--- src/rtl/bram_resp_pkg.sv ---
// Shared types and helpers for the windowed BRAM responder.
package bram_resp_pkg;

    typedef enum logic [1:0] {
        IDLE = 2'b00,
        RD   = 2'b01,
        WR   = 2'b10,
        ERR  = 2'b11
    } state_t;

    localparam int WIN_CNT_W = 16;

    // Even-parity bit: stored word plus this bit always has an even number of ones.
    function automatic logic even_parity(input logic [63:0] d);
        return ^d;
    endfunction

endpackage

--- src/rtl/bram_window_responder_if.sv ---
// Controller <-> responder bus for the windowed BRAM access protocol.
interface bram_window_responder_if #(
    parameter int ADDR_W = 4,
    parameter int DATA_W = 32
);
    import bram_resp_pkg::*;

    // cs_rd/cs_wr are level-held windows with no back-pressure; rd_valid qualifies
    // rd_data for exactly the cycle it is high and is never stalled.
    logic                 cs_rd;
    logic                 cs_wr;
    logic [ADDR_W-1:0]    base_addr;
    logic [DATA_W-1:0]    wr_data;
    logic [DATA_W-1:0]    rd_data;
    logic                 rd_valid;
    logic                 busy;
    logic                 err;
    logic [WIN_CNT_W-1:0] win_cnt;
    state_t               state;

    modport master (
        output cs_rd, cs_wr, base_addr, wr_data,
        input  rd_data, rd_valid, busy, err, win_cnt, state
    );

    modport slave (
        input  cs_rd, cs_wr, base_addr, wr_data,
        output rd_data, rd_valid, busy, err, win_cnt, state
    );

endinterface

--- src/rtl/bram_resp_array.sv ---
// Single-port synchronous RAM with registered read; one read or one write per cycle.
module bram_resp_array #(
    parameter int ADDR_W = 4,
    parameter int WIDTH  = 32
) (
    input  logic              clk,
    input  logic              we,
    input  logic              re,
    input  logic [ADDR_W-1:0] addr,
    input  logic [WIDTH-1:0]  wdata,
    output logic [WIDTH-1:0]  rdata
);

    logic [WIDTH-1:0] mem [2**ADDR_W];

    always_ff @(posedge clk) begin
        if (we) begin
            mem[addr] <= wdata;
        end else if (re) begin
            rdata <= mem[addr];
        end
    end

endmodule

--- src/rtl/bram_window_responder.sv ---
// Memory-side responder servicing read/write chip-select windows as address bursts.
// Optional even-parity storage and checking under `BRAM_RESP_PARITY_EN.
module bram_window_responder
    import bram_resp_pkg::*;
#(
    parameter int ADDR_W = 4,
    parameter int DATA_W = 32
) (
    input logic                    clk,
    input logic                    rst,
    bram_window_responder_if.slave bus
);

`ifdef BRAM_RESP_PARITY_EN
    localparam int MEM_W = DATA_W + 1;
`else
    localparam int MEM_W = DATA_W;
`endif

    state_t               state, next_state;
    logic [ADDR_W-1:0]    addr_ptr;
    logic [ADDR_W-1:0]    addr;
    logic                 rd_en, wr_en, done;
    logic                 rd_valid_q, err_q, par_err;
    logic [WIN_CNT_W-1:0] win_cnt_q;
    logic [MEM_W-1:0]     mem_wdata, mem_rdata;

    // addr_ptr always holds the address of the next beat in the current window.
    always_comb begin
        next_state = state;
        rd_en      = 1'b0;
        wr_en      = 1'b0;
        done       = 1'b0;
        addr       = addr_ptr;
        case (state)
            IDLE: begin
                if (bus.cs_rd && bus.cs_wr) begin
                    next_state = ERR;
                end else if (bus.cs_rd) begin
                    next_state = RD;
                    rd_en      = 1'b1;
                    addr       = bus.base_addr;
                end else if (bus.cs_wr) begin
                    next_state = WR;
                    wr_en      = 1'b1;
                    addr       = bus.base_addr;
                end
            end
            RD: begin
                if (bus.cs_rd && bus.cs_wr) begin
                    next_state = ERR;
                end else if (!bus.cs_rd) begin
                    next_state = IDLE;
                    done       = 1'b1;
                end else begin
                    rd_en = 1'b1;
                end
            end
            WR: begin
                if (bus.cs_rd && bus.cs_wr) begin
                    next_state = ERR;
                end else if (!bus.cs_wr) begin
                    next_state = IDLE;
                    done       = 1'b1;
                end else begin
                    wr_en = 1'b1;
                end
            end
            ERR: begin
                if (!bus.cs_rd && !bus.cs_wr) next_state = IDLE;
            end
            default: next_state = IDLE;
        endcase
    end

    always_ff @(posedge clk) begin
        if (rst) begin
            state      <= IDLE;
            addr_ptr   <= '0;
            rd_valid_q <= 1'b0;
            err_q      <= 1'b0;
            win_cnt_q  <= '0;
        end else begin
            state      <= next_state;
            rd_valid_q <= rd_en;
            if (rd_en || wr_en) addr_ptr <= addr + 1'b1;
            if (next_state == ERR || par_err) err_q <= 1'b1;
            if (done) win_cnt_q <= win_cnt_q + 1'b1;
        end
    end

`ifdef BRAM_RESP_PARITY_EN
    assign mem_wdata = {even_parity(64'(bus.wr_data)), bus.wr_data};
    assign par_err   = rd_valid_q &&
                       (mem_rdata[DATA_W] != even_parity(64'(mem_rdata[DATA_W-1:0])));
`else
    assign mem_wdata = bus.wr_data;
    assign par_err   = 1'b0;
`endif

    bram_resp_array #(
        .ADDR_W (ADDR_W),
        .WIDTH  (MEM_W)
    ) u_array (
        .clk   (clk),
        .we    (wr_en),
        .re    (rd_en),
        .addr  (addr),
        .wdata (mem_wdata),
        .rdata (mem_rdata)
    );

    // The RAM output register is not reset, so rd_data is held at zero outside valid beats.
    assign bus.rd_data  = rd_valid_q ? mem_rdata[DATA_W-1:0] : '0;
    assign bus.rd_valid = rd_valid_q;
    assign bus.busy     = (state != IDLE);
    assign bus.err      = err_q || par_err;
    assign bus.win_cnt  = win_cnt_q;
    assign bus.state    = state;

endmodule

--- src/flat_wrapper.sv ---
// flat-port wrapper written by rule: the top's interface ports become plain ports
module bram_window_responder_flat import bram_resp_pkg::*;
#(
    parameter int ADDR_W = 4,
    parameter int DATA_W = 32
)
  (clk, rst, bus_cs_rd, bus_cs_wr, bus_base_addr, bus_wr_data, bus_rd_data, bus_rd_valid, bus_busy, bus_err, bus_win_cnt, bus_state);
  bram_window_responder_if #(.ADDR_W(ADDR_W), .DATA_W(DATA_W)) bus_i ();
  input logic clk;
  input logic rst;
  input wire logic [$bits(bus_i.cs_rd)-1:0] bus_cs_rd;
  input wire logic [$bits(bus_i.cs_wr)-1:0] bus_cs_wr;
  input wire logic [$bits(bus_i.base_addr)-1:0] bus_base_addr;
  input wire logic [$bits(bus_i.wr_data)-1:0] bus_wr_data;
  output wire logic [$bits(bus_i.rd_data)-1:0] bus_rd_data;
  output wire logic [$bits(bus_i.rd_valid)-1:0] bus_rd_valid;
  output wire logic [$bits(bus_i.busy)-1:0] bus_busy;
  output wire logic [$bits(bus_i.err)-1:0] bus_err;
  output wire logic [$bits(bus_i.win_cnt)-1:0] bus_win_cnt;
  output wire logic [$bits(bus_i.state)-1:0] bus_state;
  assign bus_i.cs_rd = bus_cs_rd;
  assign bus_i.cs_wr = bus_cs_wr;
  assign bus_i.base_addr = bus_base_addr;
  assign bus_i.wr_data = bus_wr_data;
  assign bus_rd_data = bus_i.rd_data;
  assign bus_rd_valid = bus_i.rd_valid;
  assign bus_busy = bus_i.busy;
  assign bus_err = bus_i.err;
  assign bus_win_cnt = bus_i.win_cnt;
  assign bus_state = bus_i.state;
  bram_window_responder #(.ADDR_W(ADDR_W), .DATA_W(DATA_W)) u_core (.clk(clk), .rst(rst), .bus(bus_i));
endmodule
--- config.mk ---
export PLATFORM = sky130hd
export DESIGN_NAME = bram_window_responder_flat
export DESIGN_NICKNAME = d
export VERILOG_FILES = /design/src/rtl/bram_resp_pkg.sv /design/src/rtl/bram_window_responder_if.sv /design/src/rtl/bram_resp_array.sv /design/src/rtl/bram_window_responder.sv /design/src/flat_wrapper.sv
export SDC_FILE = /design/constraint.sdc
export NUM_CORES = 1
export LEC_CHECK = 0
export ABC_AREA = 0
export CAP_MARGIN = 30
export CORE_ASPECT_RATIO = 0.5
export CORE_UTILIZATION = 45
export DETAILED_ROUTE_END_ITERATION = 10
export DONT_BUFFER_PORTS = 1
export PLACE_DENSITY = 0.57
export SYNTH_ARGS = -nofsm -noshare
export SYNTH_HDL_FRONTEND = slang
export SYNTH_HIERARCHICAL = 1
export SYNTH_SLANG_ARGS = --single-unit
--- constraint.sdc ---
create_clock -name clk -period 7.5 [get_ports clk]
set_clock_uncertainty 0.1 [all_clocks]
set_input_delay 1.5 -clock clk [delete_from_list [all_inputs] [get_ports clk]]
set_output_delay 1.5 -clock clk [all_outputs]
set_load 0.005 [all_outputs]
==> metrics.csv, run 1 <==
metric,value,unit
run_status,"complete, no violations",
first_pass_iters,5,
clk_pin_slew_worst_paths,0.06,ns
grt_pass1_wl,67.3,mm
final_cycle_utilization_of_the_critical_path,61.2,%
max_freq,0.218,GHz
syn_area,0.0218,mm²
core_area,0.0473,mm²
setup.worst_path.end_class,register,
synth_seq_cells,568,
ctsHoldBuffers,0,
tritoncts_clock_tree,done,
chipWidth,313,µm
critPathSlowestCell,sky130_fd_sc_hd__nor2_4,
min_period,4.59,ns
crit_arrival,4.74,ns
num_vias,10200,
hold_viol_final,0,
finalInstanceArea,0.0242,mm²
register_area,0.0168,mm²
syn_to_final_growth,11.2,%
cts_made_buffers,50,
clock_root_buffer,sky130_fd_sc_hd__clkbuf_16,
post-cts-setup-buffer-count,0,
finalWirelength,44.9,mm
max_slew_margin,34.2,%
grt_setup_unrepaired,false,
fin_util,51.2,%
max_cap_violations,0,
tightest_slew,0.981,ns
post_dp_cell_area,0.0227,mm²
clockBufferDepth,3,
timing_worst_setup_path_type,input pin to register,
std_cell_rows,56,
worstPathCellList,"xor2_1, nand2_1, mux2_8, nand2b_1, nor2_4, buf_4",
yosysTopAreaCellShare,75.0,%
drt.antenna.violating_nets,0,
ys.warnings.count,6,
number_of_fillers_in_the_final_layout,3674,
finalWeightedCongestion,0.759,
grt_max_degree,96,
grt_antenna_before_repair,0,
timing.critical_path.required,7.65,ns
syn-mean-instance-area,21.1,µm²
design.die.area,0.0493,mm²
total_of_buffers_placed_on_input_and_output_ports,0,
cts.repair.resized,0,
total_negative_slack_for_setup_checks,0,ns
number_of_enable_flip_flop_cells_after_synthesis,544,
crit_path_max_fanout,85,
initial_utilization,46.0,%
antennaDiodeCount,0,
layout.nets,1103,
die_height,158,µm
global_route.usage.total,18.6,%
initialDrtViolationCount,775,
report.final.slew_viol_count,0,
async_flop_share,0,%
fin_worst_hold_slack,0.392,ns
number_of_drc_violations_after_detailed_routing,0,
post_synth_main_area_contributors,"sky130_fd_sc_hd__edfxtp_1, sky130_fd_sc_hd__mux4_2, sky130_fd_sc_hd__dfxtp_1",
hold_class,register to register,
syn_inst,1034,
pwr_density_cell,276,mW/mm²
route.detailed.vias_per_inst,5.87,
netlist-cell-type-count,49,
vdd_ir_drop_max,0.000165,V
avgRoutedWirePerCell,25.9,µm
globalRouteOverflowTotal,0,
ys_dominant_reg_cell,sky130_fd_sc_hd__edfxtp_1,
cellLeakagePower,7.41,nW
cp-start-kind,input pin,
hpwl,25.3,mm
cts_sinks,568,
io-pin-count,93,
clock_latency,0.59,ns
first_global_vias,10400,
cts-htree-levels,2,
multi_input_comb_area,0.00482,mm²
post_route_cells_drive_above_1_share,23.4,%
finalSetupViolCount,0,
ys_seq_area_share,77.2,%
synth_area_leader_cell,sky130_fd_sc_hd__edfxtp_1,
synth_fp_nets,1080,
critical-path-max-stage-delay,0.84,ns
-- Yosys cell counts (7+ instances only) --
master                     count
sky130_fd_sc_hd__a22oi_1      64
sky130_fd_sc_hd__a21oi_1      18
sky130_fd_sc_hd__nand3_1       8
sky130_fd_sc_hd__nand2_1      42
sky130_fd_sc_hd__nor2_1       24
sky130_fd_sc_hd__and2_1       33
sky130_fd_sc_hd__clkbuf_1     31
sky130_fd_sc_hd__mux4_2      128
sky130_fd_sc_hd__edfxtp_1    544
sky130_fd_sc_hd__buf_2        13
sky130_fd_sc_hd__o21ai_0      11
sky130_fd_sc_hd__or3_1         7
sky130_fd_sc_hd__dfxtp_1      24
-- through the flow --
| stage | std cells | power (mW) | worst slack [ns] |
|---|---|---|---|
| floorplan | 1034 | 4.16 | 1.68 |
| global placement | 1641 | 4.32 | 2.33 |
| detailed placement | 1642 | 4.33 | 2.33 |
| CTS | 1733 | 6.76 | 2.90 |
| global route | 1734 | 6.92 | 2.74 |
| finish | 1734 | 6.69 | 2.91 |
-- state kept, by name (all words and copies together), names as in the netlist --
signal / count
u_core/u_array/rdata: 32
u_core/addr_ptr: 4
u_core/bus.rd_valid: 1
u_core/bus.state: 2
u_core/u_array/mem: 512
u_core/bus.win_cnt: 16
u_core/bus.err: 1
-- final cells by class --
class | instances | share of cell area (%)
Tap cell | 638 | 3.29
Sequential cell | 568 | 69.4
Clock inverter | 28 | 0.930
Multi-Input combinational cell | 405 | 19.9
Clock buffer | 63 | 5.37
Timing Repair Buffer | 26 | 1.02
Inverter | 6 | 0.0930
-- metal layers --
layer,track usage [%],wire (µm),vias up,part of all wire (%)
met5,0,0,-,0
met4,3.95,727,0,1.6
met3,3.21,2260,59,5.0
met2,30.6,21800,238,48
met1,26.2,20200,5528,45
li1,-,-,4354,-
-- power by group --
| part | total (mW) | internal, mW | leakage [nW] | switching (mW) |
|---|---|---|---|---|
| clock network | 2.44 | 1.31 | 0.758 | 1.13 |
| registers | 3.58 | 3.56 | 5.10 | 0.0199 |
| logic | 0.675 | 0.307 | 1.55 | 0.368 |
-- path summary, 6_finish.rpt --
path,startpoint,to,slack [ns],depth (start not counted)
setup / recovery,bus_cs_wr,u_core/u_array/mem[10][8]$_DFFE_PP_,2.91,6
hold / removal,u_core/addr_ptr[0]$_SDFFE_PP0P_,u_core/addr_ptr[0]$_SDFFE_PP0P_,0.39,2
setup reg to reg,u_core/bus.state[0]$_SDFF_PP0_,u_core/u_array/mem[10][8]$_DFFE_PP_,3.30,7
hold reg to reg,u_core/addr_ptr[0]$_SDFFE_PP0P_,u_core/addr_ptr[0]$_SDFFE_PP0P_,0.39,2
-- layout by cell type, fill, tap and decap left out, types with 4 or more instances in the layout --
| master | Yosys | layout |
|---|---|---|
| sky130_fd_sc_hd__or3_1 | 7 | 7 |
| sky130_fd_sc_hd__o31ai_1 | 4 | 4 |
| sky130_fd_sc_hd__mux4_2 | 128 | 128 |
| sky130_fd_sc_hd__or4_1 | 4 | 4 |
| sky130_fd_sc_hd__nand3_1 | 8 | 8 |
| sky130_fd_sc_hd__nor2b_4 | 2 | 5 |
| sky130_fd_sc_hd__a22oi_1 | 64 | 64 |
| sky130_fd_sc_hd__nor3_2 | 0 | 4 |
| sky130_fd_sc_hd__nand2b_1 | 6 | 6 |
| sky130_fd_sc_hd__and2_1 | 33 | 32 |
| sky130_fd_sc_hd__clkbuf_16 | 0 | 50 |
| sky130_fd_sc_hd__o21ai_0 | 11 | 11 |
| sky130_fd_sc_hd__edfxtp_1 | 544 | 544 |
| sky130_fd_sc_hd__nor2_1 | 24 | 11 |
| sky130_fd_sc_hd__ha_1 | 6 | 6 |
| sky130_fd_sc_hd__dfxtp_1 | 24 | 24 |
| sky130_fd_sc_hd__nand2_1 | 42 | 42 |
| sky130_fd_sc_hd__a21oi_1 | 18 | 18 |
| sky130_fd_sc_hd__clkbuf_1 | 31 | 13 |
| sky130_fd_sc_hd__buf_4 | 4 | 23 |
| sky130_fd_sc_hd__clkinv_2 | 0 | 14 |
| sky130_fd_sc_hd__inv_1 | 6 | 6 |
| sky130_fd_sc_hd__clkinv_1 | 0 | 8 |
| sky130_fd_sc_hd__nor2_4 | 0 | 13 |
-- critical path: cells and delay by family --
family                 cells  cell delay [ns]
AND/OR/NAND/NOR            3             1.55
multiplexers               1             0.81
buffers and inverters      1             0.39
XOR/XNOR                   1             0.38
-- kinds of logic after synthesis --
| logic type | count (synthesis) | share of synthesized area [%] |
|---|---|---|
| AOI/OAI and AO/OA | 114 | 3.69 |
| xor gates and xnor gates | 5 | 0.201 |
| adders and majority gates | 6 | 0.345 |
| buffers and inverters | 61 | 1.42 |
| DFF | 568 | 77.2 |
| muxes | 133 | 13.5 |
| and+or+nand+nor | 147 | 3.64 |
Power figures use the tool's default switching activity.
==> run 2, diff against run 1 <==
- PLACE_DENSITY: 0.57 -> 0.59
- clock period: 7.5 -> 3.7 ns (I/O delays scaled with it)
==> metrics.csv, run 2 (synthesis gave the netlist of run 1 again) <==
metric,value,unit,change
registers.top_by_ff_count,u_core/u_array/mem,,
std_cell_rows,56,,unchanged
report.final.slew_viol_count,0,,unchanged
route.detailed.vias_per_inst,5.89,,+0.36%
globalRouteOverflowTotal,0,,unchanged
cts_sinks,568,,unchanged
pre_cts_ws,0.265,ns,-2.07 ns
placedCellCount,1673,,+1.9%
post_layout_nonfiller_instances,1761,,+1.6%
power.switching_fraction,22.6,%,-0.13 points
crit_path_max_fanout,15,,-82%
total_negative_slack_for_setup_checks,0,ns,unchanged
clock_latency,0.57,ns,-0.02 ns
worstPathCellList,"inv_1, ha_1, a21boi_0, a31o_4, buf_12, buf_12, mux4_2, a22oi_1, nand2_1",,
setup.worst_path.end_class,register,,
pwr_density_cell,552,mW/mm²,+100%
finalWeightedCongestion,0.797,,+5.0%
max_slew_margin,44.6,%,+10 points
worst_r2r_startpoint,u_core/bus.state[0]$_SDFF_PP0_,,
total_switching_power,3.09,mW,+100%
startpoint_of_the_most_critical_setup_path,u_core/bus.state[0]$_SDFF_PP0_,,
cts_made_buffers,49,,-2.0%
drt.antenna.violating_nets,0,,unchanged
ctsHoldBuffers,0,,unchanged
postLayoutSetupSlackWorst,0.363,ns,-2.55 ns
post-cts-setup-buffer-count,0,,unchanged
grt_antenna_before_repair,0,,unchanged
finalInstanceArea,0.0248,mm²,+2.3%
max_freq,0.300,GHz,
post_dp_cell_area,0.0233,mm²,+2.7%
syn_to_final_growth,13.8,%,
global_route.usage.total,19.5,%,+0.93 points
io-pin-count,93,,unchanged
mostFrequentLayoutCell,sky130_fd_sc_hd__edfxtp_1,,
number_of_drc_violations_after_detailed_routing,0,,unchanged
grt_max_degree,41,,-57%
avgRoutedWirePerCell,27.0,µm,+4.1%
finalSetupViolCount,0,,unchanged
clock_root_buffer,sky130_fd_sc_hd__clkbuf_16,,
chipWidth,313,µm,unchanged
clock_power_share,36.0,%,-0.5 points
final_cycle_utilization_of_the_critical_path,90.2,%,
crit_arrival,3.54,ns,-1.20 ns
critPathSlowestCell,sky130_fd_sc_hd__mux4_2,,
tritoncts_clock_tree,done,,
post_route_cells_drive_above_1_share,25.1,%,+1.7 points
hold_class,input pin to register,,
layout_common_cells,"sky130_fd_sc_hd__edfxtp_1, sky130_fd_sc_hd__mux4_2, sky130_fd_sc_hd__a22oi_1",,
power.sequential.fraction,53.0,%,-0.4 points
first_pass_iters,5,,unchanged
first_global_vias,10600,,+2.0%
die_height,158,µm,unchanged
hpwl,26.5,mm,+4.8%
critical_path.most_common_cell,sky130_fd_sc_hd__buf_12,,
layout.nets,1132,,+2.6%
antennaDiodeCount,0,,unchanged
clockBufferDepth,3,,unchanged
intPower,10.6,mW,+100%
hold_viol_final,0,,unchanged
run_status,"complete, no violations",,
timing.critical_path.required,3.91,ns,-3.74 ns
cellLeakagePower,7.62,nW,+2.8%
vdd_ir_drop_max,0.000321,V,+95%
comb_power_share,11.0,%,+0.9 points
initialDrtViolationCount,824,,+6.3%
fin_worst_hold_slack,0.132,ns,-0.260 ns
clk_pin_slew_worst_paths,0.07,ns,about the same
grt_setup_unrepaired,false,,
total_of_buffers_placed_on_input_and_output_ports,0,,unchanged
initial_utilization,46.0,%,unchanged
finalWirelength,47.5,mm,+5.7%
holdCritStartpoint,rst,,
cts-htree-levels,2,,unchanged
power.total,13.7,mW,+100%
design.die.area,0.0493,mm²,unchanged
num_vias,10400,,+1.9%
critical-path-max-stage-delay,0.51,ns,-0.33 ns
timing_worst_setup_path_type,register to register,,
fin_util,52.4,%,+1.2 points
grt_pass1_wl,70.1,mm,+4.2%
cts.repair.resized,0,,unchanged
largest_register_ffs,512,,unchanged
cp-start-kind,register,,
core_area,0.0473,mm²,unchanged
tightest_slew,0.831,ns,-0.150 ns
max_cap_violations,0,,unchanged
min_period,3.34,ns,
[run 2: changes by cell type in the layout (fill, tap and decap cells not counted), sizes merged]
cell    change
inv         +2
clkbuf      -3
clkinv      -3
buf        +30
bufinv      +1
[run 2: power by group through the flow]
stage          Sequential [mW]  Clock [mW]  Combinational [mW]
2_1_floorplan             7.37           0                1.08
6_report                  7.25        4.92                1.50
3_3_place_gp              7.39           0                1.51
4_1_cts                   7.25        5.00                1.53
5_1_grt                   7.25        5.22                1.62
3_5_place_dp              7.39           0                1.53
[run 2: worst max-delay path: cells and delay by family (launching register included)]
family | cells | cell delay [ns]
AO/OA/AOI/OAI | 3 | 1.02
buffers and inverters | 3 | 0.53
multiplexers | 1 | 0.51
flip-flops | 1 | 0.46
adder cells (fa/ha/maj) | 1 | 0.36
AND/OR/NAND/NOR | 1 | 0.07
[run 2: path summary, 6_finish.rpt]
kind	slack, ns	end	cells past startpoint
setup / recovery	0.36	u_core/u_array/rdata[9]$_DFFE_PP_	9
setup reg to reg	0.36	u_core/u_array/rdata[9]$_DFFE_PP_	9
hold / removal	0.13	u_core/addr_ptr[2]$_SDFFE_PP0P_	1
hold reg to reg	0.38	u_core/addr_ptr[0]$_SDFFE_PP0P_	2
[run 2: routing by layer]
metal / track usage [%] / routed length [µm] / vias up
met1: 27.8 / 21100 / 5620
li1: - / - / 4425
met5: 0 / 0 / -
met4: 3.76 / 644 / 0
met3: 3.29 / 2730 / 53
met2: 32.0 / 23000 / 277
[run 2: final cells by class]
| class | instances | area (µm²) |
|---|---|---|
| Fill cell | 3615 | 22500 |
| Sequential cell | 568 | 16800 |
| Multi-Input combinational cell | 405 | 4840 |
| Clock buffer | 60 | 1270 |
| Timing Repair Buffer | 56 | 808 |
| Tap cell | 638 | 798 |
| Clock inverter | 28 | 229 |
| Inverter | 6 | 22.5 |
